File: src/rtl/sevenseg_pkg.sv
// Shared seven-segment types and the hex glyph table, segment order {g,f,e,d,c,b,a}.
// Glyphs are active-high; polarity is applied only at the output registers.
package sevenseg_pkg;

    localparam int SEG_W = 7;

    typedef logic [SEG_W-1:0] seg_t;

    localparam seg_t SEG_BLANK = 7'h00;

    function automatic seg_t hex_to_seg(input logic [3:0] nib);
        seg_t seg;
        case (nib)
            4'h0:    seg = 7'h3F;
            4'h1:    seg = 7'h06;
            4'h2:    seg = 7'h5B;
            4'h3:    seg = 7'h4F;
            4'h4:    seg = 7'h66;
            4'h5:    seg = 7'h6D;
            4'h6:    seg = 7'h7D;
            4'h7:    seg = 7'h07;
            4'h8:    seg = 7'h7F;
            4'h9:    seg = 7'h6F;
            4'hA:    seg = 7'h77;
            4'hB:    seg = 7'h7C;
            4'hC:    seg = 7'h39;
            4'hD:    seg = 7'h5E;
            4'hE:    seg = 7'h79;
            default: seg = 7'h71;
        endcase
        return seg;
    endfunction

endpackage

File: src/rtl/sevenseg_scan.sv
// Digit scan timing: slot prescaler, digit index and registered one-hot digit select.
// o_idx is the live index; the parent registers segments from it on the same edge as dig_sel.
module sevenseg_scan #(
    parameter int DIGITS         = 4,
    parameter int REFRESH_DIV    = 12000,
    parameter int SEL_ACTIVE_LOW = 0
) (
    input  logic                      clk_48mhz,
    input  logic                      reset_n,
    output logic [$clog2(DIGITS)-1:0] o_idx,
    output logic [DIGITS-1:0]         o_dig_sel
);

    localparam int IDX_W = $clog2(DIGITS);
    localparam int PRE_W = (REFRESH_DIV > 1) ? $clog2(REFRESH_DIV) : 1;

    localparam logic [PRE_W-1:0]  PRE_LAST = PRE_W'(REFRESH_DIV - 1);
    localparam logic [IDX_W-1:0]  IDX_LAST = IDX_W'(DIGITS - 1);
    localparam logic              SEL_INV  = (SEL_ACTIVE_LOW != 0);
    localparam logic [DIGITS-1:0] SEL_OFF  = {DIGITS{SEL_INV}};

    logic [PRE_W-1:0]  r_pre;
    logic [IDX_W-1:0]  r_idx;
    logic [DIGITS-1:0] r_sel;
    logic [DIGITS-1:0] w_onehot;
    logic              w_wrap;

    assign w_wrap   = (r_pre == PRE_LAST);
    assign w_onehot = DIGITS'(1) << r_idx;

    always_ff @(posedge clk_48mhz) begin
        if (!reset_n) begin
            r_pre <= '0;
            r_idx <= '0;
        end else begin
            r_pre <= w_wrap ? '0 : r_pre + 1'b1;
            if (w_wrap) begin
                r_idx <= (r_idx == IDX_LAST) ? '0 : r_idx + 1'b1;
            end
        end
    end

    always_ff @(posedge clk_48mhz) begin
        if (!reset_n) begin
            r_sel <= SEL_OFF;
        end else begin
            r_sel <= w_onehot ^ SEL_OFF;
        end
    end

    assign o_idx     = r_idx;
    assign o_dig_sel = r_sel;

endmodule

File: src/rtl/stream_sevenseg_mux.sv
// Byte-stream to multiplexed hex display: each accepted byte shifts in as two digits,
// with leading-zero blanking, clear, and an optional post-byte hold to keep scrolling readable.
module stream_sevenseg_mux
    import sevenseg_pkg::*;
#(
    parameter int DIGITS         = 4,
    parameter int REFRESH_DIV    = 12000,
    parameter int HOLD_CYCLES    = 0,
    parameter int IGNORE_ZERO    = 1,
    parameter int SEG_ACTIVE_LOW = 0,
    parameter int SEL_ACTIVE_LOW = 0
) (
    input  logic              clk_48mhz,
    input  logic              reset_n,
    input  logic [7:0]        in_data,
    input  logic              in_valid,
    output logic              in_ready,
    input  logic              clear,
    input  logic              blank_lz,
    output logic [DIGITS-1:0] dig_sel,
    output logic [6:0]        segments
);

    localparam int IDX_W  = $clog2(DIGITS);
    localparam int HOLD_W = (HOLD_CYCLES > 0) ? $clog2(HOLD_CYCLES + 1) : 1;

    localparam logic [HOLD_W-1:0] HOLD_INIT = HOLD_W'(HOLD_CYCLES);
    localparam logic              SEG_INV   = (SEG_ACTIVE_LOW != 0);
    localparam seg_t              SEG_OFF   = SEG_BLANK ^ {SEG_W{SEG_INV}};

    logic [DIGITS-1:0][3:0] r_nib;
    logic [DIGITS-1:0]      r_val;
    logic [HOLD_W-1:0]      r_hold;
    seg_t                   r_seg;

    logic [IDX_W-1:0]       w_idx;
    logic [DIGITS-1:0]      w_lz;
    logic                   w_xfer;
    logic                   w_show;
    logic [3:0]             w_cur_nib;
    logic                   w_cur_val;
    logic                   w_cur_lz;
    seg_t                   w_seg_next;

    sevenseg_scan #(
        .DIGITS         (DIGITS),
        .REFRESH_DIV    (REFRESH_DIV),
        .SEL_ACTIVE_LOW (SEL_ACTIVE_LOW)
    ) u_scan (
        .clk_48mhz (clk_48mhz),
        .reset_n   (reset_n),
        .o_idx     (w_idx),
        .o_dig_sel (dig_sel)
    );

    // Ready never looks at in_valid, so upstream sees a clean registered-style handshake.
    assign in_ready = reset_n && !clear && (r_hold == '0);
    assign w_xfer   = in_valid && in_ready;
    assign w_show   = w_xfer && !((IGNORE_ZERO != 0) && (in_data == 8'h00));

    always_ff @(posedge clk_48mhz) begin
        if (!reset_n) begin
            r_nib  <= '0;
            r_val  <= '0;
            r_hold <= '0;
        end else if (clear) begin
            r_nib  <= '0;
            r_val  <= '0;
            r_hold <= '0;
        end else begin
            if (w_show) begin
                for (int i = DIGITS - 1; i >= 2; i--) begin
                    r_nib[i] <= r_nib[i-2];
                    r_val[i] <= r_val[i-2];
                end
                r_nib[1]   <= in_data[7:4];
                r_nib[0]   <= in_data[3:0];
                r_val[1:0] <= 2'b11;
                r_hold     <= HOLD_INIT;
            end else if (r_hold != '0) begin
                r_hold <= r_hold - 1'b1;
            end
        end
    end

    // A digit is a leading zero when it and every valid digit above it are zero.
    always_comb begin : p_lz
        logic v_zero_above;
        w_lz         = '0;
        v_zero_above = 1'b1;
        for (int k = DIGITS - 1; k >= 1; k--) begin
            w_lz[k] = v_zero_above && (r_nib[k] == 4'h0);
            if (r_val[k] && (r_nib[k] != 4'h0)) begin
                v_zero_above = 1'b0;
            end
        end
    end

    assign w_cur_nib  = r_nib[w_idx];
    assign w_cur_val  = r_val[w_idx];
    assign w_cur_lz   = w_lz[w_idx];
    assign w_seg_next = (!w_cur_val || (blank_lz && w_cur_lz)) ? SEG_BLANK
                                                               : hex_to_seg(w_cur_nib);

    always_ff @(posedge clk_48mhz) begin
        if (!reset_n) begin
            r_seg <= SEG_OFF;
        end else begin
            r_seg <= w_seg_next ^ {SEG_W{SEG_INV}};
        end
    end

    assign segments = r_seg;

endmodule

File: config.mk
export PLATFORM = sky130hd
export DESIGN_NAME = stream_sevenseg_mux
export DESIGN_NICKNAME = d
export VERILOG_FILES = /design/src/rtl/sevenseg_pkg.sv /design/src/rtl/sevenseg_scan.sv /design/src/rtl/stream_sevenseg_mux.sv
export SDC_FILE = /design/constraint.sdc
export NUM_CORES = 1
export LEC_CHECK = 0
export ABC_AREA = 1
export BUFFER_PORTS_ARGS = -buffer_cell sky130_fd_sc_hd__clkbuf_2
export CAP_MARGIN = 5
export CORE_MARGIN = 10
export CORE_UTILIZATION = 60
export CTS_CLUSTER_DIAMETER = 200
export DETAILED_ROUTE_END_ITERATION = 16
export GPL_ROUTABILITY_DRIVEN = 0
export GPL_TIMING_DRIVEN = 0
export PLACE_DENSITY = 0.81
export SETUP_SLACK_MARGIN = 0.02
export SYNTH_ARGS = -nofsm -noshare
export SYNTH_HDL_FRONTEND = slang
export SYNTH_SLANG_ARGS = --single-unit
export TNS_END_PERCENT = 10
File: constraint.sdc
create_clock -name clk_48mhz -period 3 [get_ports clk_48mhz]
set_input_delay 0.6 -clock clk_48mhz [delete_from_list [all_inputs] [get_ports clk_48mhz]]
set_output_delay 0.6 -clock clk_48mhz [all_outputs]
set_load 0.1 [all_outputs]
==> qor.csv <==
metric,value,unit
slew_violations,0,
fin_crit_sh,77.3,%
hold_viol,0,
overflow,0,
tns,0,ps
crit_required,2400,ps
power_density,421,mW/mm^2
ys_warn_count,0,
fmax,431,MHz
fin_crit,2320,ps
endpoint_kind,output pin,
fp-row-count,22,
cts_max_level,2,
ios,25,
status,finished clean,
cts_root_buf,clkbuf_8,
hold_path_end,u_scan.r_pre[0]$_SDFF_PP0_,
cts_buffer_depth,2,
insertion_delay,310,ps
critPathTopFamily,buffers and inverters,
min_path_type,reg -> reg,
start_util,63.0,%
layout-drive-gt1-share,12.7,%
syn_area,0.00236,mm^2
coreArea,0.00374,mm^2
fill_cells,355,
fp.dieH,82.7,um
holdPathStages,1,
grt_usage,15.4,%
leakagePower,0.00110,uW
rsz0062_at_grt,no,
maxCapViolCount,0,
viasPerCell,5.13,
ctsResizeCount,0,
synth_seq_cells,46,
grt_max_degree,15,
grt_pass1_vias,2014,
start_kind,primary input,
diodes,0,
path_common_cell,clkbuf_2,
critPathMaxFanout,7,
critPathBufInv,4,
clk_transition_reported_paths,80,ps
dp_hpwl,3620,um
crit_slowest_cell,clkbuf_2,
wire_per_inst,11.1,um
wirelength,4710,um
ctsHoldBuffers,0,
syn_area_per_cell,6.82,um^2
die_w,82.7,um
finalSetupViolations,0,
cp.arrival,1720,ps
finClkSkew,12.5,ps
grt_pass1_wl,8490,um
max-vdd-ir-drop,0.329,mV
synth_nets,368,
dieArea,0.00684,mm^2
crit_chain,clkbuf_2 -> inv_1 -> or2_1 -> buf_6 -> nor2_1 -> clkbuf_2,
cts_tree,yes,
cts_buffers,5,
worst-setup-path-type,in -> out,
synth_cell_types,28,
area_growth_syn_to_layout,11.7,%
antenna_found_initial,0,
worst_slew_pin_slew,571,ps
drtIter0Drc,208,
r2r_cells,10,
worstHoldStart,u_scan.r_pre[0]$_SDFF_PP0_,
ys_seq_area_share,39.0,%
drtAntennaViolNets,0,
syn_inst,346,
io_buffers,24,
r2r-start,u_scan.o_idx[0]$_SDFFE_PN0P_,
r2r_end,segments[6]$_SDFF_PP0_,
post-route-util,70.4,%
fin_nets,399,
postCtsSetupBuffers,0,
crit_path_max_incr_delay,460,ps
clock_sinks,46,
drc,0,
vias,2184,
reg2reg_slack,990,ps
relSlewSlack,61.8,%
dr.pass1.iters,4,
[routing by layer]
layer	vias up	wire length [um]	GRT usage (%)
met1	944	2300	20.1
met4	0	91	6.86
met3	9	400	4.43
li1	1166	-	-
met5	-	0	0
met2	65	1920	22.8
[cell usage after synthesis]
| cell type | count | area share [%] |
|---|---|---|
| conb_1 | 1 | 0.16 |
| nor2_2 | 10 | 2.7 |
| or2_1 | 1 | 0.27 |
| nand3b_1 | 8 | 2.5 |
| nor3_1 | 9 | 1.9 |
| ha_1 | 9 | 4.8 |
| clkinv_1 | 1 | 0.16 |
| o21ai_0 | 5 | 1.1 |
| buf_2 | 1 | 0.21 |
| nor3_4 | 1 | 0.69 |
| clkinv_2 | 1 | 0.21 |
| inv_1 | 38 | 6.0 |
| nand2_4 | 1 | 0.48 |
| o22ai_1 | 1 | 0.27 |
| buf_6 | 2 | 0.95 |
| nor2_1 | 53 | 8.4 |
| a21oi_1 | 14 | 3.0 |
| buf_1 | 1 | 0.16 |
| o21bai_1 | 1 | 0.32 |
| clkbuf_1 | 3 | 0.48 |
| xor2_1 | 2 | 0.74 |
| xnor2_1 | 1 | 0.37 |
| nand2_1 | 87 | 14 |
| nand4_1 | 7 | 1.9 |
| dfxtp_1 | 46 | 39 |
| nand3_1 | 40 | 8.5 |
| buf_8 | 1 | 0.64 |
| a21boi_0 | 1 | 0.32 |
[logic make-up (layout without fill, tap and decap cells)]
kind of cell    after synthesis  in the layout  synth area share [%]
compound gates               22             22                  4.93
xor+xnor                      3              3                  1.11
fa+ha+maj                     9              9                  4.77
buf+inv                      48             80                  8.85
flops                        46             46                  39.0
other cells                   1              1                 0.159
simple gates                217            217                  41.1
[through the flow]
step	std cells	hold slack, ps	power [uW]	instance area [um^2]	worst slack (ps)
2_1_floorplan	346	418	701	2360	188
3_3_place_gp	418	433	721	2540	705
3_5_place_dp	418	444	722	2540	677
4_1_cts	426	456	1120	2640	671
5_1_grt	426	465	1150	2640	604
6_report	426	452	1110	2640	682
[power by group]
group	internal, uW	total, uW	switching, uW	leakage, uW
clock	190	401	211	0.0000489
sequential	619	624	5.64	0.000372
combinational	28.4	83.4	55.0	0.000680
[cell usage in the layout, fill, tap and decap left out, types with 2 or more instances in the layout]
cell,netlist,layout
nand3b_1,8,8
o21ai_0,5,5
nor2_1,53,53
ha_1,9,9
clkbuf_2,0,24
nand4_1,7,7
xor2_1,2,2
clkbuf_8,0,6
nand2_1,87,87
a21oi_1,14,14
buf_6,2,2
dfxtp_1,46,46
nand3_1,40,40
nor2_2,10,10
inv_1,38,38
nor3_1,9,9
clkbuf_1,3,4
[area by class of cell]
type	instances	area, um^2	share of cell area (%)
multi-input combinational	252	1230	46.7
sequential	46	921	34.9
tap	48	60.1	2.28
buffer	8	57.6	2.18
clock buffer	7	86.3	3.28
clock inverter	1	8.76	0.332
timing repair buffer	24	120	4.56
inverter	40	151	5.75
[worst max path at each step]
| stage | slack, ps | end | depth (start not counted) | from |
|---|---|---|---|---|
| after global placement | 700 | in_ready | 6 | reset_n |
| after floorplan | 190 | in_ready | 4 | reset_n |
| after detailed placement | 680 | in_ready | 6 | reset_n |
| after global routing | 600 | in_ready | 6 | reset_n |
| final | 680 | in_ready | 6 | reset_n |
| after CTS | 670 | in_ready | 6 | reset_n |
[sequential cells by signal, indices dropped and copies added (netlist names)]
signal / cells
u_scan.r_pre: 14
r_hold: 1
r_nib: 16
r_val: 2
segments: 7
u_scan.o_idx: 2
u_scan.o_dig_sel: 4
Power figures use the tool's default switching activity.
